===== src/rtl/fir_pkg.sv =====
// Shared types and index helpers for the FIR sequencer.
// Indices are 4-bit and always kept within 0..TAP_NUM-1.
package fir_pkg;

  localparam int TAP_NUM = 11;
  localparam int IDX_W   = 4;

  typedef enum logic [2:0] {
    IDLE,
    CLEAR,
    WAIT_IN,
    MAC,
    DRAIN,
    OUT,
    DONE
  } state_t;

  // (a - b) mod TAP_NUM, both operands already in range
  function automatic logic [IDX_W-1:0] idx_sub(
    input logic [IDX_W-1:0] a,
    input logic [IDX_W-1:0] b
  );
    logic [IDX_W:0] t;
    t = {1'b0, a} + 5'(TAP_NUM) - {1'b0, b};
    if (t >= 5'(TAP_NUM)) t = t - 5'(TAP_NUM);
    return t[IDX_W-1:0];
  endfunction

  function automatic logic [IDX_W-1:0] idx_inc(
    input logic [IDX_W-1:0] a
  );
    if (a == 4'(TAP_NUM - 1)) return '0;
    return a + 4'd1;
  endfunction

endpackage


===== src/rtl/fir_mac_unit.sv =====
// Registered multiply-accumulate: acc += tap*data, 32-bit wrap.
// Clear has priority; one-cycle latency from operands to acc.
module fir_mac_unit #(
  parameter int W = 32
) (
  input  logic                clk,
  input  logic                rst_n,
  input  logic                i_clr,
  input  logic                i_en,
  input  logic signed [W-1:0] i_tap,
  input  logic signed [W-1:0] i_data,
  output logic [W-1:0]        o_acc
);

  logic signed [W-1:0] w_prod;
  logic [W-1:0]        r_acc;

  // product evaluated in W-bit context keeps only the low W bits
  assign w_prod = i_tap * i_data;

  always_ff @(posedge clk) begin
    if (!rst_n) begin
      r_acc <= '0;
    end else if (i_clr) begin
      r_acc <= '0;
    end else if (i_en) begin
      r_acc <= r_acc + w_prod;
    end
  end

  assign o_acc = r_acc;

endmodule


===== src/rtl/fir_seq_ctrl.sv =====
// FIR run sequencer: clears the data ring, takes samples over
// AXI-Stream, runs an 11-tap MAC per sample and streams results.
module fir_seq_ctrl
  import fir_pkg::*;
#(
  parameter int pADDR_WIDTH = 12,
  parameter int pDATA_WIDTH = 32,
  parameter int Tape_Num    = 11
) (
  input  logic                   axis_clk,
  input  logic                   axis_rst_n,
  input  logic                   ap_start,
  input  logic [31:0]            data_length,
  output logic                   ap_idle,
  output logic                   ap_done,
  input  logic                   ss_tvalid,
  input  logic [pDATA_WIDTH-1:0] ss_tdata,
  input  logic                   ss_tlast,
  output logic                   ss_tready,
  output logic                   sm_tvalid,
  output logic [pDATA_WIDTH-1:0] sm_tdata,
  output logic                   sm_tlast,
  input  logic                   sm_tready,
  output logic                   tap_EN,
  output logic [pADDR_WIDTH-1:0] tap_A,
  input  logic [pDATA_WIDTH-1:0] tap_Do,
  output logic [3:0]             data_WE,
  output logic                   data_EN,
  output logic [pDATA_WIDTH-1:0] data_Di,
  output logic [pADDR_WIDTH-1:0] data_A,
  input  logic [pDATA_WIDTH-1:0] data_Do
);

  localparam logic [IDX_W-1:0] LAST_IDX = 4'(Tape_Num - 1);

  state_t           r_state;
  state_t           w_state_nxt;
  logic [IDX_W-1:0] r_idx;
  logic [IDX_W-1:0] w_idx_nxt;
  logic [IDX_W-1:0] r_ptr;
  logic [IDX_W-1:0] w_ptr_nxt;
  logic [31:0]      r_cnt;
  logic [31:0]      w_cnt_nxt;
  logic [31:0]      r_len;
  logic [31:0]      w_len_nxt;
  logic             r_done;
  logic             w_done_nxt;

  logic                   w_ss_tready;
  logic                   w_tap_en;
  logic                   w_data_en;
  logic                   w_data_we;
  logic [IDX_W-1:0]       w_data_idx;
  logic [pDATA_WIDTH-1:0] w_data_di;
  logic                   w_mac_clr;
  logic                   w_mac_en;
  logic                   w_last;
  logic [pDATA_WIDTH-1:0] w_acc;
  logic                   w_unused;

  // stream framing comes from the sample count, not from tlast
  assign w_unused = ss_tlast;

  assign w_last = (r_cnt + 32'd1) == r_len;

  always_ff @(posedge axis_clk) begin
    if (!axis_rst_n) begin
      r_state <= IDLE;
      r_idx   <= '0;
      r_ptr   <= '0;
      r_cnt   <= '0;
      r_len   <= '0;
      r_done  <= 1'b0;
    end else begin
      r_state <= w_state_nxt;
      r_idx   <= w_idx_nxt;
      r_ptr   <= w_ptr_nxt;
      r_cnt   <= w_cnt_nxt;
      r_len   <= w_len_nxt;
      r_done  <= w_done_nxt;
    end
  end

  always_comb begin
    w_state_nxt = r_state;
    w_idx_nxt   = r_idx;
    w_ptr_nxt   = r_ptr;
    w_cnt_nxt   = r_cnt;
    w_len_nxt   = r_len;
    w_done_nxt  = r_done;
    w_ss_tready = 1'b0;
    w_tap_en    = 1'b0;
    w_data_en   = 1'b0;
    w_data_we   = 1'b0;
    w_data_idx  = r_ptr;
    w_data_di   = '0;
    w_mac_clr   = 1'b0;
    w_mac_en    = 1'b0;
    unique case (r_state)
      IDLE: begin
        if (ap_start) begin
          w_state_nxt = CLEAR;
          w_done_nxt  = 1'b0;
          w_len_nxt   = data_length;
          w_idx_nxt   = '0;
        end
      end
      CLEAR: begin
        w_data_en  = 1'b1;
        w_data_we  = 1'b1;
        w_data_idx = r_idx;
        if (r_idx == LAST_IDX) begin
          w_idx_nxt = '0;
          w_ptr_nxt = '0;
          w_cnt_nxt = '0;
          if (r_len == 32'd0) begin
            w_state_nxt = DONE;
            w_done_nxt  = 1'b1;
          end else begin
            w_state_nxt = WAIT_IN;
          end
        end else begin
          w_idx_nxt = r_idx + 4'd1;
        end
      end
      WAIT_IN: begin
        w_ss_tready = 1'b1;
        if (ss_tvalid) begin
          w_data_en   = 1'b1;
          w_data_we   = 1'b1;
          w_data_di   = ss_tdata;
          w_mac_clr   = 1'b1;
          w_idx_nxt   = '0;
          w_state_nxt = MAC;
        end
      end
      MAC: begin
        w_tap_en   = 1'b1;
        w_data_en  = 1'b1;
        w_data_idx = idx_sub(r_ptr, r_idx);
        // read data lands one cycle after issue
        w_mac_en   = (r_idx != '0);
        if (r_idx == LAST_IDX) begin
          w_idx_nxt   = '0;
          w_state_nxt = DRAIN;
        end else begin
          w_idx_nxt = r_idx + 4'd1;
        end
      end
      DRAIN: begin
        w_mac_en    = 1'b1;
        w_state_nxt = OUT;
      end
      OUT: begin
        if (sm_tready) begin
          w_cnt_nxt = r_cnt + 32'd1;
          w_ptr_nxt = idx_inc(r_ptr);
          if (w_last) begin
            w_state_nxt = DONE;
            w_done_nxt  = 1'b1;
          end else begin
            w_state_nxt = WAIT_IN;
          end
        end
      end
      DONE: begin
        w_state_nxt = IDLE;
      end
      default: begin
        w_state_nxt = IDLE;
      end
    endcase
  end

  fir_mac_unit #(
    .W (pDATA_WIDTH)
  ) u_mac (
    .clk    (axis_clk),
    .rst_n  (axis_rst_n),
    .i_clr  (w_mac_clr),
    .i_en   (w_mac_en),
    .i_tap  (tap_Do),
    .i_data (data_Do),
    .o_acc  (w_acc)
  );

  assign ap_idle   = (r_state == IDLE);
  assign ap_done   = r_done;
  assign ss_tready = w_ss_tready;

  assign sm_tvalid = (r_state == OUT);
  assign sm_tdata  = sm_tvalid ? w_acc : '0;
  assign sm_tlast  = sm_tvalid & w_last;

  assign tap_EN  = w_tap_en;
  assign tap_A   = w_tap_en ?
                   {{(pADDR_WIDTH-6){1'b0}}, r_idx, 2'b00} : '0;
  assign data_EN = w_data_en;
  assign data_WE = w_data_we ? 4'hF : 4'h0;
  assign data_Di = w_data_di;
  assign data_A  = w_data_en ?
                   {{(pADDR_WIDTH-6){1'b0}}, w_data_idx, 2'b00} : '0;

endmodule


===== config.mk =====
export PLATFORM = sky130hd
export DESIGN_NAME = fir_seq_ctrl
export DESIGN_NICKNAME = d
export VERILOG_FILES = /design/src/rtl/fir_pkg.sv /design/src/rtl/fir_mac_unit.sv /design/src/rtl/fir_seq_ctrl.sv
export SDC_FILE = /design/constraint.sdc
export NUM_CORES = 2
export LEC_CHECK = 0
export CORE_AREA = 2 2 246 248
export CTS_BUF_LIST = sky130_fd_sc_hd__clkbuf_4 sky130_fd_sc_hd__clkbuf_8
export DETAILED_ROUTE_END_ITERATION = 12
export DIE_AREA = 0 0 248 250
export MAX_ROUTING_LAYER = met4
export SYNTH_ARGS = -nofsm -noshare
export SYNTH_HDL_FRONTEND = slang
export SYNTH_SLANG_ARGS = --single-unit

===== constraint.sdc =====
create_clock -name axis_clk -period 19 [get_ports axis_clk]
set_clock_uncertainty 0.05 [all_clocks]
set_input_delay 1.9 -clock axis_clk [delete_from_list [all_inputs] [get_ports axis_clk]]
set_output_delay 1.9 -clock axis_clk [all_outputs]
set_load 0.1 [all_outputs]

==> results by group <==
Routing
  – Routed Antenna Nets: 0
  – DR WL/cell: 18.5 microns
  – Vias/cell: 5.11
  – First DRT Iteration DRCs: 1129
  – Drc violations: 0
  – Final WL: 68700 microns
  – Via count: 18995
  – 1st-pass router iterations: 5

Synthesis
  – Register bit total from synthesis: 108
  – Primary FF master, synth: dfxtp_1
  – Mapped cell area: 23600 sq um
  – Number of library cell types mapped by synthesis: 68
  – Top cell type by total area after synthesis: fa_1
  – Async S/R FF share, synth: 0%
  – Most frequent cell after synthesis: inv_1
  – Post-Synthesis Cells: 2819
  – Area contributors post-synth: fa_1, dfxtp_1, and2_1, inv_1, ha_1
  – Seq/Total Area, Yosys: 9.17%
  – List of most frequent post-synthesis cells: inv_1, fa_1, nand2_1
  – Share of the synthesized area in the top cell type: 37.3%
  – Number of synthesized flops with an enable pin: 0
  – Mean Syn Cell Area: 8.37 sq um
  – Yosys warns: 0

STA
  – Maximum clock frequency: 102 MHz
  – Min cycle time layout: 9.76 ns
  – Setup TNS: 0 ns
  – Final Max Slew Viols: 0
  – Fin worst setup slack: 9.24 ns
  – Final critical-path share of the clock period: 51.3%
  – Rel. slew slack: 18.5%
  – Worst-margin pin slew: 1.22 ns
  – Final Hold Vio Count: 0
  – Final setup fails: 0
  – RSZ-0062 raised after global routing: false

Placed design
  – HPWL Detailed: 52900 microns
  – Pre-CTS WS: 8.93 ns
  – GP Congestion: 0.879
  – PortBufs: 215

Critical path
  – R2R setup slack: 11.80 ns
  – CP Launch Type: input port
  – Crit path max fanout: 18
  – CP Capture Type: register
  – Crit-path cells: clkdlybuf4s50_1 -> and2_1 -> fa_1 -> inv_1 -> fa_1 -> fa_1 -> fa_1 -> fa_1 -> inv_1 -> fa_1 -> fa_1 -> inv_1 -> fa_1 -> inv_1 -> ha_1 -> and3_1 -> nand2b_1 -> or4_1 -> a31oi_1 -> o21ai_0 -> xor2_1 -> a211oi_1
  – CP Launch Point: tap_Do[14]
  – Worst R2R Path Depth: 20
  – Worst EP required: 19.27 ns
  – Worst endpoint data arrival time: 10.03 ns
  – Reg2Reg Capture Point: u_mac.o_acc[29]
  – Crit-path slowest cell: clkdlybuf4s50_1
  – WS Path Type: input port to register
  – Critical R2R Launch: u_mac.o_acc[23]
  – CP max stage delay: 1.07 ns
  – CP dominant cell by count: fa_1

Clock tree
  – Hold-fix buffers, CTS: 0
  – Worst-Skew Late Latency: 0.40 ns
  – CTS max path bufs: 2
  – Post-CTS setup buffer count: 0
  – CTS tree: done
  – CTS H-tree lvls: 3
  – Clock-pin slew on the worst setup and hold paths: 0.12 ns
  – CTS Buf Count: 9
  – Resized Gates After CTS: 0
  – TritonCTS Sinks: 108
  – Clk root buf: clkbuf_8

Final layout
  – NumNets Final: 3666
  – Core Util, Final: 44.5%
  – Area growth from synthesis to layout: 12.4%
  – Layout cells sized above 1: 2.49%

Hold path
  – Worst hold path class: register to register
  – Hold Path Stages: 2
  – Hold Path End: u_mac.o_acc[4]
  – Min-Delay Startpoint: u_mac.o_acc[4]

Floorplanning
  – Io pins: 233
  – Die footprint: 62000 sq um
  – Core area: 59600 sq um
  – Starting Density: 39.6%
  – Die W: 248 microns
  – Row cnt: 90
  – Die Y: 250 microns

Global routing
  – Total grt overflow: 0
  – Initial antenna violation count: 1
  – Vias in the first global route: 20126
  – First-pass GRT wire length: 111000 microns
  – Total GRT Usage: 23.5%
  – Largest net degree at the start of global routing: 70

Run
  – Max_cap viols: 0

Outcome
  – Status: complete, no violations
==> routing by layer <==
layer  vias up  share of wire, %  track usage (%)
met5         -                 0                -
met4         0               1.9             4.40
met3        95               6.1             3.13
met2       634                50             39.3
met1      9578                42             30.6
li1       8688                 -                -
==> placed cells by master (no fill, tap or decap), types with 42 or more instances in the layout <==
cell type,count
a21oi_1,117
and2_1,340
xor2_1,42
ha_1,165
inv_1,554
xnor2_1,90
nand2_1,391
clkdlybuf4s50_1,215
fa_1,439
nor2_1,94
dfxtp_1,108
o21ai_0,52
==> registers in the layout, summed over array words and instances (netlist names) <==
name         count
r_ptr            4
u_mac.o_acc     32
r_state          3
r_cnt           32
ap_done          1
r_len           32
r_idx            4
==> cell families (layout without fill, tap and decap cells) <==
group / count (synthesis) / after routing / synth area share [%]
AOI/OAI and AO/OA: 251 / 251 / 6.27
xor gates and xnor gates: 134 / 134 / 5.09
adders and majority gates: 604 / 604 / 46.0
buffers and inverters: 722 / 821 / 11.9
DFF: 108 / 108 / 9.17
muxes: 8 / 8 / 0.350
other: 1 / 17 / 0.0159
and+or+nand+nor: 991 / 991 / 21.2
==> metrics by stage <==
stage	cell area, sq um	instances	hold slack [ns]
global placement	26300	3699	0.388
detailed placement	26300	3699	0.396
global route	26500	3715	0.431
floorplan	23600	2834	0.382
finish	26500	3716	0.410
CTS	26500	3715	0.411
==> how the worst max path moves through the flow <==
stage / end / cells after the start
after floorplan: data_A[2] / 11
after global placement: u_mac.o_acc[29] / 22
after detailed placement: u_mac.o_acc[29] / 22
after CTS: u_mac.o_acc[29] / 22
after global routing: u_mac.o_acc[29] / 22
final: u_mac.o_acc[29] / 22
==> worst max-delay path: cells and delay by family <==
family	cells	cell delay [ns]
AO/OA/AOI/OAI	3	0.85
adder cells (fa/ha/maj)	9	4.34
buffers and inverters	5	1.27
XOR/XNOR	1	0.20
AND/OR/NAND/NOR	4	1.46
==> layout make-up <==
cell class                      instances  area (sq um)
Fill cell                            5868         33100
Multi-Input combinational cell       2004         18700
Timing Repair Buffer                  249          2410
Sequential cell                       108          2160
Inverter                              556          2090
Tap cell                              782           978
Clock buffer                           12           159
Clock inverter                          4          38.8
Antenna cell                            1          2.50
Power is not shown: default switching activity piles up to over one toggle a cycle in this logic, so the estimate is an artifact.
